===== src/rtl/pmd901_pkg.sv =====
// Shared types and arithmetic helpers for the PMD901 speed-ramp command stage.
package pmd901_pkg;

  typedef logic signed [15:0] speed_t;

  typedef enum logic [1:0] {
    IDLE = 2'd0,
    RAMP = 2'd1,
    STOP = 2'd2
  } ramp_state_e;

  // Result stays 17-bit so a large max_step can never wrap the step value.
  function automatic logic signed [16:0] sat_step(input logic signed [16:0] diff,
                                                  input logic [15:0] max_step);
    logic signed [16:0] lim;
    lim = $signed({1'b0, max_step});
    if (diff > lim) return lim;
    if (diff < -lim) return -lim;
    return diff;
  endfunction

  function automatic speed_t clamp_speed(input speed_t s, input logic [15:0] limit);
    logic signed [16:0] lim;
    logic signed [16:0] neg;
    logic signed [16:0] s17;
    lim = $signed({1'b0, limit});
    neg = -lim;
    s17 = $signed({s[15], s});
    if (s17 > lim) return lim[15:0];
    if (s17 < neg) return neg[15:0];
    return s;
  endfunction

endpackage


===== src/rtl/pmd901_tick_gen.sv =====
// Free-running step-cadence counter; emits a one-cycle tick every STEP_PERIOD clocks.
module pmd901_tick_gen #(
  parameter logic [15:0] STEP_PERIOD = 16'd10000
) (
  input  logic clk,
  input  logic rst,
  output logic tick
);

  logic [15:0] cnt;

  assign tick = (cnt == STEP_PERIOD - 16'd1);

  always_ff @(posedge clk) begin
    if (rst) begin
      cnt <= '0;
    end else if (tick) begin
      cnt <= '0;
    end else begin
      cnt <= cnt + 16'd1;
    end
  end

endmodule


===== src/rtl/pmd901_speed_ramp.sv =====
// Clamps and slew-limits signed speed targets, issuing one register write per ramp step,
// with an emergency-stop path that ramps to zero and blocks new commands.
module pmd901_speed_ramp
  import pmd901_pkg::*;
#(
  parameter logic [15:0] STEP_PERIOD = 16'd10000,
  parameter logic [15:0] MAX_STEP    = 16'd64,
  parameter logic [15:0] SPEED_LIMIT = 16'd30000
) (
  input  logic        clk,
  input  logic        rst,
  input  logic        cmd_valid,
  output logic        cmd_ready,
  input  logic [15:0] cmd_speed,
  input  logic        estop,
  output logic [15:0] wdata,
  output logic        we,
  output logic        at_target,
  output logic        busy
);

  // Handshake: a command transfers on a clock edge where cmd_valid && cmd_ready;
  // cmd_ready never depends on cmd_valid, and estop always blocks acceptance.

  ramp_state_e        state, state_nxt;
  speed_t             cur, tgt, cur_nxt, tgt_nxt;
  logic signed [16:0] diff, step, sum;
  logic               tick, accept, do_step, sync_pend, we_step;

  pmd901_tick_gen #(.STEP_PERIOD(STEP_PERIOD)) u_tick (
    .clk  (clk),
    .rst  (rst),
    .tick (tick)
  );

  assign cmd_ready = !rst && !estop && (state != STOP);
  assign accept    = cmd_valid && cmd_ready;
  assign busy      = (state != IDLE);
  // The post-reset sync write appears on the first cycle with rst low.
  assign we        = we_step | (sync_pend & ~rst);

  always_comb begin
    diff    = $signed({tgt[15], tgt}) - $signed({cur[15], cur});
    step    = sat_step(diff, MAX_STEP);
    sum     = $signed({cur[15], cur}) + step;
    do_step = tick && (cur != tgt);
    cur_nxt = do_step ? sum[15:0] : cur;
    tgt_nxt = tgt;
    if (estop || state == STOP) begin
      tgt_nxt = '0;
    end else if (accept) begin
      tgt_nxt = clamp_speed($signed(cmd_speed), SPEED_LIMIT);
    end
  end

  always_comb begin
    state_nxt = state;
    if (estop) begin
      state_nxt = STOP;
    end else begin
      case (state)
        IDLE:    if (cur != tgt) state_nxt = RAMP;
        RAMP:    if (cur == tgt) state_nxt = IDLE;
        STOP:    if (cur == '0)  state_nxt = IDLE;
        default: state_nxt = IDLE;
      endcase
    end
  end

  always_ff @(posedge clk) begin
    if (rst) begin
      state     <= IDLE;
      cur       <= '0;
      tgt       <= '0;
      wdata     <= '0;
      we_step   <= 1'b0;
      at_target <= 1'b1;
      sync_pend <= 1'b1;
    end else begin
      state     <= state_nxt;
      cur       <= cur_nxt;
      tgt       <= tgt_nxt;
      we_step   <= do_step;
      if (do_step) wdata <= cur_nxt;
      at_target <= (cur_nxt == tgt_nxt);
      sync_pend <= 1'b0;
    end
  end

endmodule


===== config.mk =====
export PLATFORM = sky130hd
export DESIGN_NAME = pmd901_speed_ramp
export DESIGN_NICKNAME = d
export VERILOG_FILES = /design/src/rtl/pmd901_pkg.sv /design/src/rtl/pmd901_tick_gen.sv /design/src/rtl/pmd901_speed_ramp.sv
export SDC_FILE = /design/constraint.sdc
export NUM_CORES = 1
export LEC_CHECK = 0
export ABC_AREA = 1
export BUFFER_PORTS_ARGS = -buffer_cell sky130_fd_sc_hd__buf_2
export CAP_MARGIN = 5
export CORE_MARGIN = 3
export CORE_UTILIZATION = 55
export CTS_CLUSTER_DIAMETER = 50
export DETAILED_ROUTE_END_ITERATION = 7
export GPL_TIMING_DRIVEN = 0
export MAX_ROUTING_LAYER = met4
export PLACE_DENSITY = 0.75
export SLEW_MARGIN = 20
export SYNTH_ARGS = -nofsm -noshare
export SYNTH_HDL_FRONTEND = slang
export SYNTH_SLANG_ARGS = --single-unit

===== constraint.sdc =====
create_clock -name clk -period 7.4 [get_ports clk]
set_clock_uncertainty 0.05 [all_clocks]
set_input_delay 1.11 -clock clk [delete_from_list [all_inputs] [get_ports clk]]
set_output_delay 1.11 -clock clk [all_outputs]
set_load 0.03 [all_outputs]

; Word level (Yosys, flattened, before mapping)
; Cells that the tools add are included.
[classes]
add_sub_neg = 3
order_cmp = 4
eq_ne = 13
mux = 27
bitwise_logic = 3
reduce_logical = 14
[op_table]
columns = operator, count
row1 = 16-bit 2-to-1 mux, 11
row2 = 16-bit == test, 2
row3 = "17-bit by 8-bit > comparator with 1-bit output, second input constant", 1
row4 = "17-bit by 7-bit less-than comparator with 1-bit output, second input constant", 1
row5 = 16-bit by 16-bit subtractor with 17-bit output, 1
row6 = "16-bit by 1-bit adder with 16-bit output, second input constant", 1
row7 = 16-bit adder, 1
row8 = "16-bit by 14-bit == test with 1-bit output, second input constant", 1
row9 = "16-bit > comparator, second input constant", 1
row10 = 16-bit zero test, 1
row11 = "16-bit less-than comparator, second input constant", 1
row12 = 16-bit inequality test, 1
row13 = 1-bit 2-to-1 mux, 11
row14 = 2-bit 2-to-1 mux, 4
row15 = "2-bit inequality test, second input constant", 3
row16 = "3-bit inequality test, second input constant", 2
row17 = 2-bit one-hot mux with 3 select lines, 1
row18 = 3-bit AND reduction, 2
row19 = 1-bit logical AND, 4
row20 = 2-bit OR reduction, 2
row21 = "3-bit by 2-bit inequality test with 1-bit output, second input constant", 1
row22 = "2-bit by 1-bit == test with 1-bit output, second input constant", 1
row23 = "2-bit == test, second input constant", 1
row24 = 1-bit zero test, 2
row25 = 7 further kinds, 7
[totals]
ff_bits = 69
out_inout_bits = 20
elab_cells = 73

; Depth between registers and ports, before layout
[depth]
ltp_word = 14
mapped_depth = 37
ltp_nobuf = 37

; By module
; A second synthesis with hierarchy kept.
[hier_totals]
cells_unflattened = 827
area_unflattened_um2 = 5268.8
[modules_own_cells]
columns = mod, instances, cells_each, area_per_inst_um2, seq_area_each_um2
row1 = pmd901_speed_ramp, 1, 696, 4365.4, 1061.0
row2 = pmd901_tick_gen, 1, 131, 903.4, 320.3

; Worst setup path after synthesis
; No wires, ideal clock.
[synth_path]
path_type = register -> register
startpoint = reg cur[0]
endpoint = reg at_target
t_arrival_ps = 3716
required_ps = 7289
slack_ps = 3573
stages_incl_launch_ff = 34
path_buffers = 0
period_less_slack_ps = 3827
path_cell_list = dfxtp_1 -> ha_1 -> fa_1 -> inv_1 -> nand3_1 -> nand2_1 -> nand2_1 -> nand2_1 -> nand2_1 -> nand2_1 -> nand2_1 -> nand2_2 -> inv_1 -> nand2_1 -> nor2_1 -> nand3_1 -> nand2_1 -> nand2_2 -> nor2_1 -> ha_1 -> fa_1 -> nand3_1 -> nand2_1 -> xnor2_1 -> inv_1 -> o21ai_2 -> inv_1 -> nand2_1 -> nand2_1 -> nor2_1 -> nand2_1 -> nor2_1 -> nand3_1 -> nand2_1
[synth_between]
elab_chain_cells = 9
[synth_lines]
columns = element, line_no
row1 = start: declaration, pmd901_speed_ramp.sv:26  ; speed_t cur, tgt, cur_nxt, tgt_nxt;
row2 = start signal: assignment, pmd901_speed_ramp.sv:81  ; cur <= cur_nxt;
row3 = 16-bit by 16-bit subtractor with 17-bit output, pmd901_speed_ramp.sv:43  ; diff = $signed({tgt[15], tgt}) - $signed({cur[15], cur});
row4 = 17-bit by 7-bit less-than comparator with 1-bit output, pmd901_pkg.sv:18  ; if (diff < -lim) return -lim;
row5 = 1-bit 2-to-1 mux (2 in series), pmd901_pkg.sv:18
row6 = 16-bit 2-to-1 mux, pmd901_pkg.sv:19  ; return diff;
row7 = 16-bit 2-to-1 mux, pmd901_pkg.sv:18
row8 = 16-bit adder, pmd901_speed_ramp.sv:45  ; sum = $signed({cur[15], cur}) + step;
row9 = 16-bit 2-to-1 mux *, pmd901_speed_ramp.sv:47  ; cur_nxt = do_step ? sum[15:0] : cur;
row10 = 16-bit == test *, pmd901_speed_ramp.sv:85  ; at_target <= (cur_nxt == tgt_nxt);
row11 = end signal: assignment, pmd901_speed_ramp.sv:85
row12 = end: declaration, pmd901_speed_ramp.sv:18  ; output logic at_target,
; Every way passes the cells marked *; elsewhere a longest branch is shown, timed or not. The select of a mux whose other input is x is not followed.
; A chain may end at the register's enable or synchronous reset.

; Final worst setup path
[layout_path]
startpoint = reg tgt[0]
endpoint = reg at_target
[layout_between]
elab_chain_cells = 9
[layout_lines]
columns = element, line_no
row1 = start: declaration, pmd901_speed_ramp.sv:26
row2 = start signal: assignment, pmd901_speed_ramp.sv:82  ; tgt <= tgt_nxt;
row3 = 16-bit by 16-bit subtractor with 17-bit output, pmd901_speed_ramp.sv:43
row4 = 17-bit by 7-bit less-than comparator with 1-bit output, pmd901_pkg.sv:18
row5 = 1-bit 2-to-1 mux (2 in series), pmd901_pkg.sv:18
row6 = 16-bit 2-to-1 mux, pmd901_pkg.sv:19
row7 = 16-bit 2-to-1 mux, pmd901_pkg.sv:18
row8 = 16-bit adder, pmd901_speed_ramp.sv:45
row9 = 16-bit 2-to-1 mux, pmd901_speed_ramp.sv:47
row10 = 16-bit == test *, pmd901_speed_ramp.sv:85
; Marked as above.

==> summary.md <==
| Metric | Value |
|---|---|
| Outcome | `completed` |
| Setup TNS Final | `0 ps` |
| Clock power share | `around a third` |
| CP endpoint kind | `register` |
| Worst-path clk slew | `roughly 80 ps` |
| Final setup viols | `0` |
| Clock latency at the later pin of the worst-skew pair | `340 ps` |
| Synth Instances | `between 800 and 900` |
| Asr flop ratio synth | `0%` |
| Fin. max-slew vios | `0` |
| H-tree depth | `3` |
| Tmin final | `roughly 4900 ps` |
| Distinct cells, synth | `50` |
| Gates resized, CTS repair | `0` |
| Antenna Nets Post-Route | `0` |
| Mapped cell area | `5220 µm²` |
| CP arrival | `approximately 5200 ps` |
| Die Height | `between 100 and 150 µm` |
| Count leader, synth | `nand2_1` |
| Synth Register Bits | `69` |
| Grt ovf | `0` |
| Post-Syn Nets | `885` |
| PwrDens | `156 nW/µm²` |
| Synth Area in XOR/XNOR | `under 10%` |
| Drt first pass iters | `5` |
| CP Max Fanout | `9` |
| Cell Int Power | `just over 0.0006 W` |
| Number of global-route vias before repair | `slightly above 5000` |
| DRC errors left | `0` |
| Starting Density | `~58%` |
| Ranking of synthesized cells by area | `dfxtp_1 (26%), nand2_1 (16%), inv_1 (9.6%)` |
| Hold Crit Start | `u_tick.cnt[0]` |
| Seq pwr share | `between 40% and 50%` |
| Setup CP Type | `register to register` |
| Mux cell area share after synthesis | `0%` |
| DIE WIDTH | `between 100 and 150 µm` |
| Hold Path Class | `register to register` |
| Core Region | `between 8000 and 9000 µm²` |
| Tot Pwr | `0.000902 W` |
| # fillers | `between 800 and 900` |
| DP Area | `roughly 5600 µm²` |
| Area delta synth->final | `10.6%` |
| GRT Overall Usage | `between 20% and 30%` |
| Max-slew headroom | `around 60%` |
| Initial antenna violation count | `0` |
| CP max-delay cell | `fa_1` |
| Post-synthesis sequential area ratio | `26.5%` |
| GP Congestion | `1.02` |
| Synth Area in Compound Gates | `~13%` |
| Tcrit/Tclk final | `66.8%` |
| Die footprint | `about 11000 µm²` |
| Detailed-route via count | `roughly 5400` |
| Largest net degree at the start of global routing | `14` |
| Commonest cells in the netlist | `nand2_1 (218), inv_1 (133), nor2_1 (100), nand3_1 (72), dfxtp_1 (69)` |
| Worst path max stage delay | `~420 ps` |
| Final hold vios | `0` |
| Post-synthesis adder-cell area fraction | `under 10%` |
| Finished layout cell area | `approximately 5800 µm²` |
| First-pass GRT wire length | `between 20 and 25 mm` |
| Post-CTS Setup Bufs | `0` |
| Diode count | `0` |
| CTS tree | `yes` |
| Worst Setup Slack, final | `between 2000 and 2500 ps` |
| Post-synthesis simple-gate area fraction | `about 37%` |
| Max Fclk | `0.202 GHz` |
| Clk buf depth | `2` |
| Main combinational cell family by area after synthesis | `simple AND/OR/NAND/NOR gates` |
| Yosys top cell area share | `26.5%` |
| Port Buffers | `39` |
| CTS root buffer | `clkbuf_8` |
| CTS buffer count | `9` |
| Max Cap Viol | `0` |
| Yosys warns | `0` |
| Post-detail-place hpwl | `around 12 mm` |
| # hold bufs at CTS | `0` |
| Fin Hold WS | `410 ps` |
| P_sw | `0.000298 W` |
| Leak | `slightly above 3 nW` |
| Area leader, netlist | `dfxtp_1` |
| Row Count | `34` |
| Top FF cell, synth | `dfxtp_1` |
| Routed vias/inst | `around 5.3` |
| Total routed wirelength | `about 15 mm` |
| EDFF count, synth | `0` |
| Place WS | `around 2600 ps` |
| Nets | `935` |
| Top Ports | `40` |
| Initial DRC Count | `295` |
| Worst-margin pin slew | `594 ps` |
| Syn_area_per_cell | `around 6.3 µm²` |
| Sw frac | `33.1%` |
| Clk sinks | `a little under 70` |
| Worst r2r src | `tgt[0]` |
| Most used cell, CP | `nand2_1` |
| Startpoint Class | `register` |
| RSZ-0062 raised after global routing | `no` |
| Worst Path Required | `~7600 ps` |
| Worst vdd ir | `0.102 mV` |
| WL/cell | `14.4 µm` |
| Comb pwr share | `about a quarter` |
| Critical path launch point | `tgt[0]` |
| Layout cells sized above 1 | `between 10% and 20%` |
[final cells by class]
cell class / count / area [µm²] / area share (%)
Inverter: 137 / 514 / 8.91
Clock inverter: 6 / 71.3 / 1.24
Buffer: 15 / 76.3 / 1.32
Clock buffer: 10 / 128 / 2.21
Multi-Input combinational cell: 609 / 3250 / 56.3
Sequential cell: 69 / 1380 / 23.9
Tap cell: 126 / 158 / 2.73
Timing Repair Buffer: 39 / 195 / 3.38
[stage by stage]
step | cells | util [%]
after floorplan | 830 | -
after global placement | 995 | 62.1
after detailed placement | 995 | 62.1
after CTS | 1011 | 64.3
after global routing | 1011 | 64.3
final | 1011 | 64.3
[kinds of logic after synthesis]
logic type | after synthesis
compound gates | 108
xor+xnor | 25
fa+ha+maj | 35
buf+inv | 152
flops | 69
simple gates | 441
[routing by layer]
layer	vias to the layer above	GRT usage, %	wire length, µm
li1	2743	-	-
met3	34	5.03	946
met2	166	47.2	6630
met1	2430	38.1	6510
met4	0	10.6	482
met5	-	-	0
[power groups by stage]
stage / clock (W) / combinational, W / sequential [W]
floorplan: 0 / 0.000154 / 0.000389
global placement: 0 / 0.000205 / 0.000388
detailed placement: 0 / 0.000209 / 0.000389
CTS: 0.000313 / 0.000210 / 0.000380
global route: 0.000331 / 0.000238 / 0.000380
finish: 0.000309 / 0.000212 / 0.000380
[registers in the layout, summed over array words and instances, names as in the netlist]
register,cells
we_step,1
tgt,16
wdata,16
cur,16
state,2
sync_pend,1
at_target,1
u_tick.cnt,16
[cells in the final DEF, fill, tap and decap left out, types with 5 or more instances in the layout]
cell type	n
nor3_1	9
nor2_1	100
clkbuf_8	9
dfxtp_1	69
clkbuf_1	9
o21ai_1	5
a21oi_1	45
nand3_1	72
ha_1	33
a21o_1	5
xnor2_1	7
buf_2	43
xor2_1	18
nand2_2	5
nand4_1	8
inv_1	133
nand2_1	218
a22oi_1	5
o21ai_0	22
[worst max-delay path: cells and delay by family, from the launching register on]
kind          cells  cell delay (ps)
simple gates     26             2620
fa+ha+maj         4             1260
flops             1              350
xor+xnor          1              340
buf+inv           3              270
[final timing paths]
kind / to / slack [ps] / depth (start not counted)
setup / recovery: at_target / 2450 / 34
hold / removal: u_tick.cnt[0] / 410 / 1
setup reg to reg: at_target / 2450 / 34
hold reg to reg: u_tick.cnt[0] / 410 / 1
No activity file was read; power rests on OpenSTA's default activity.
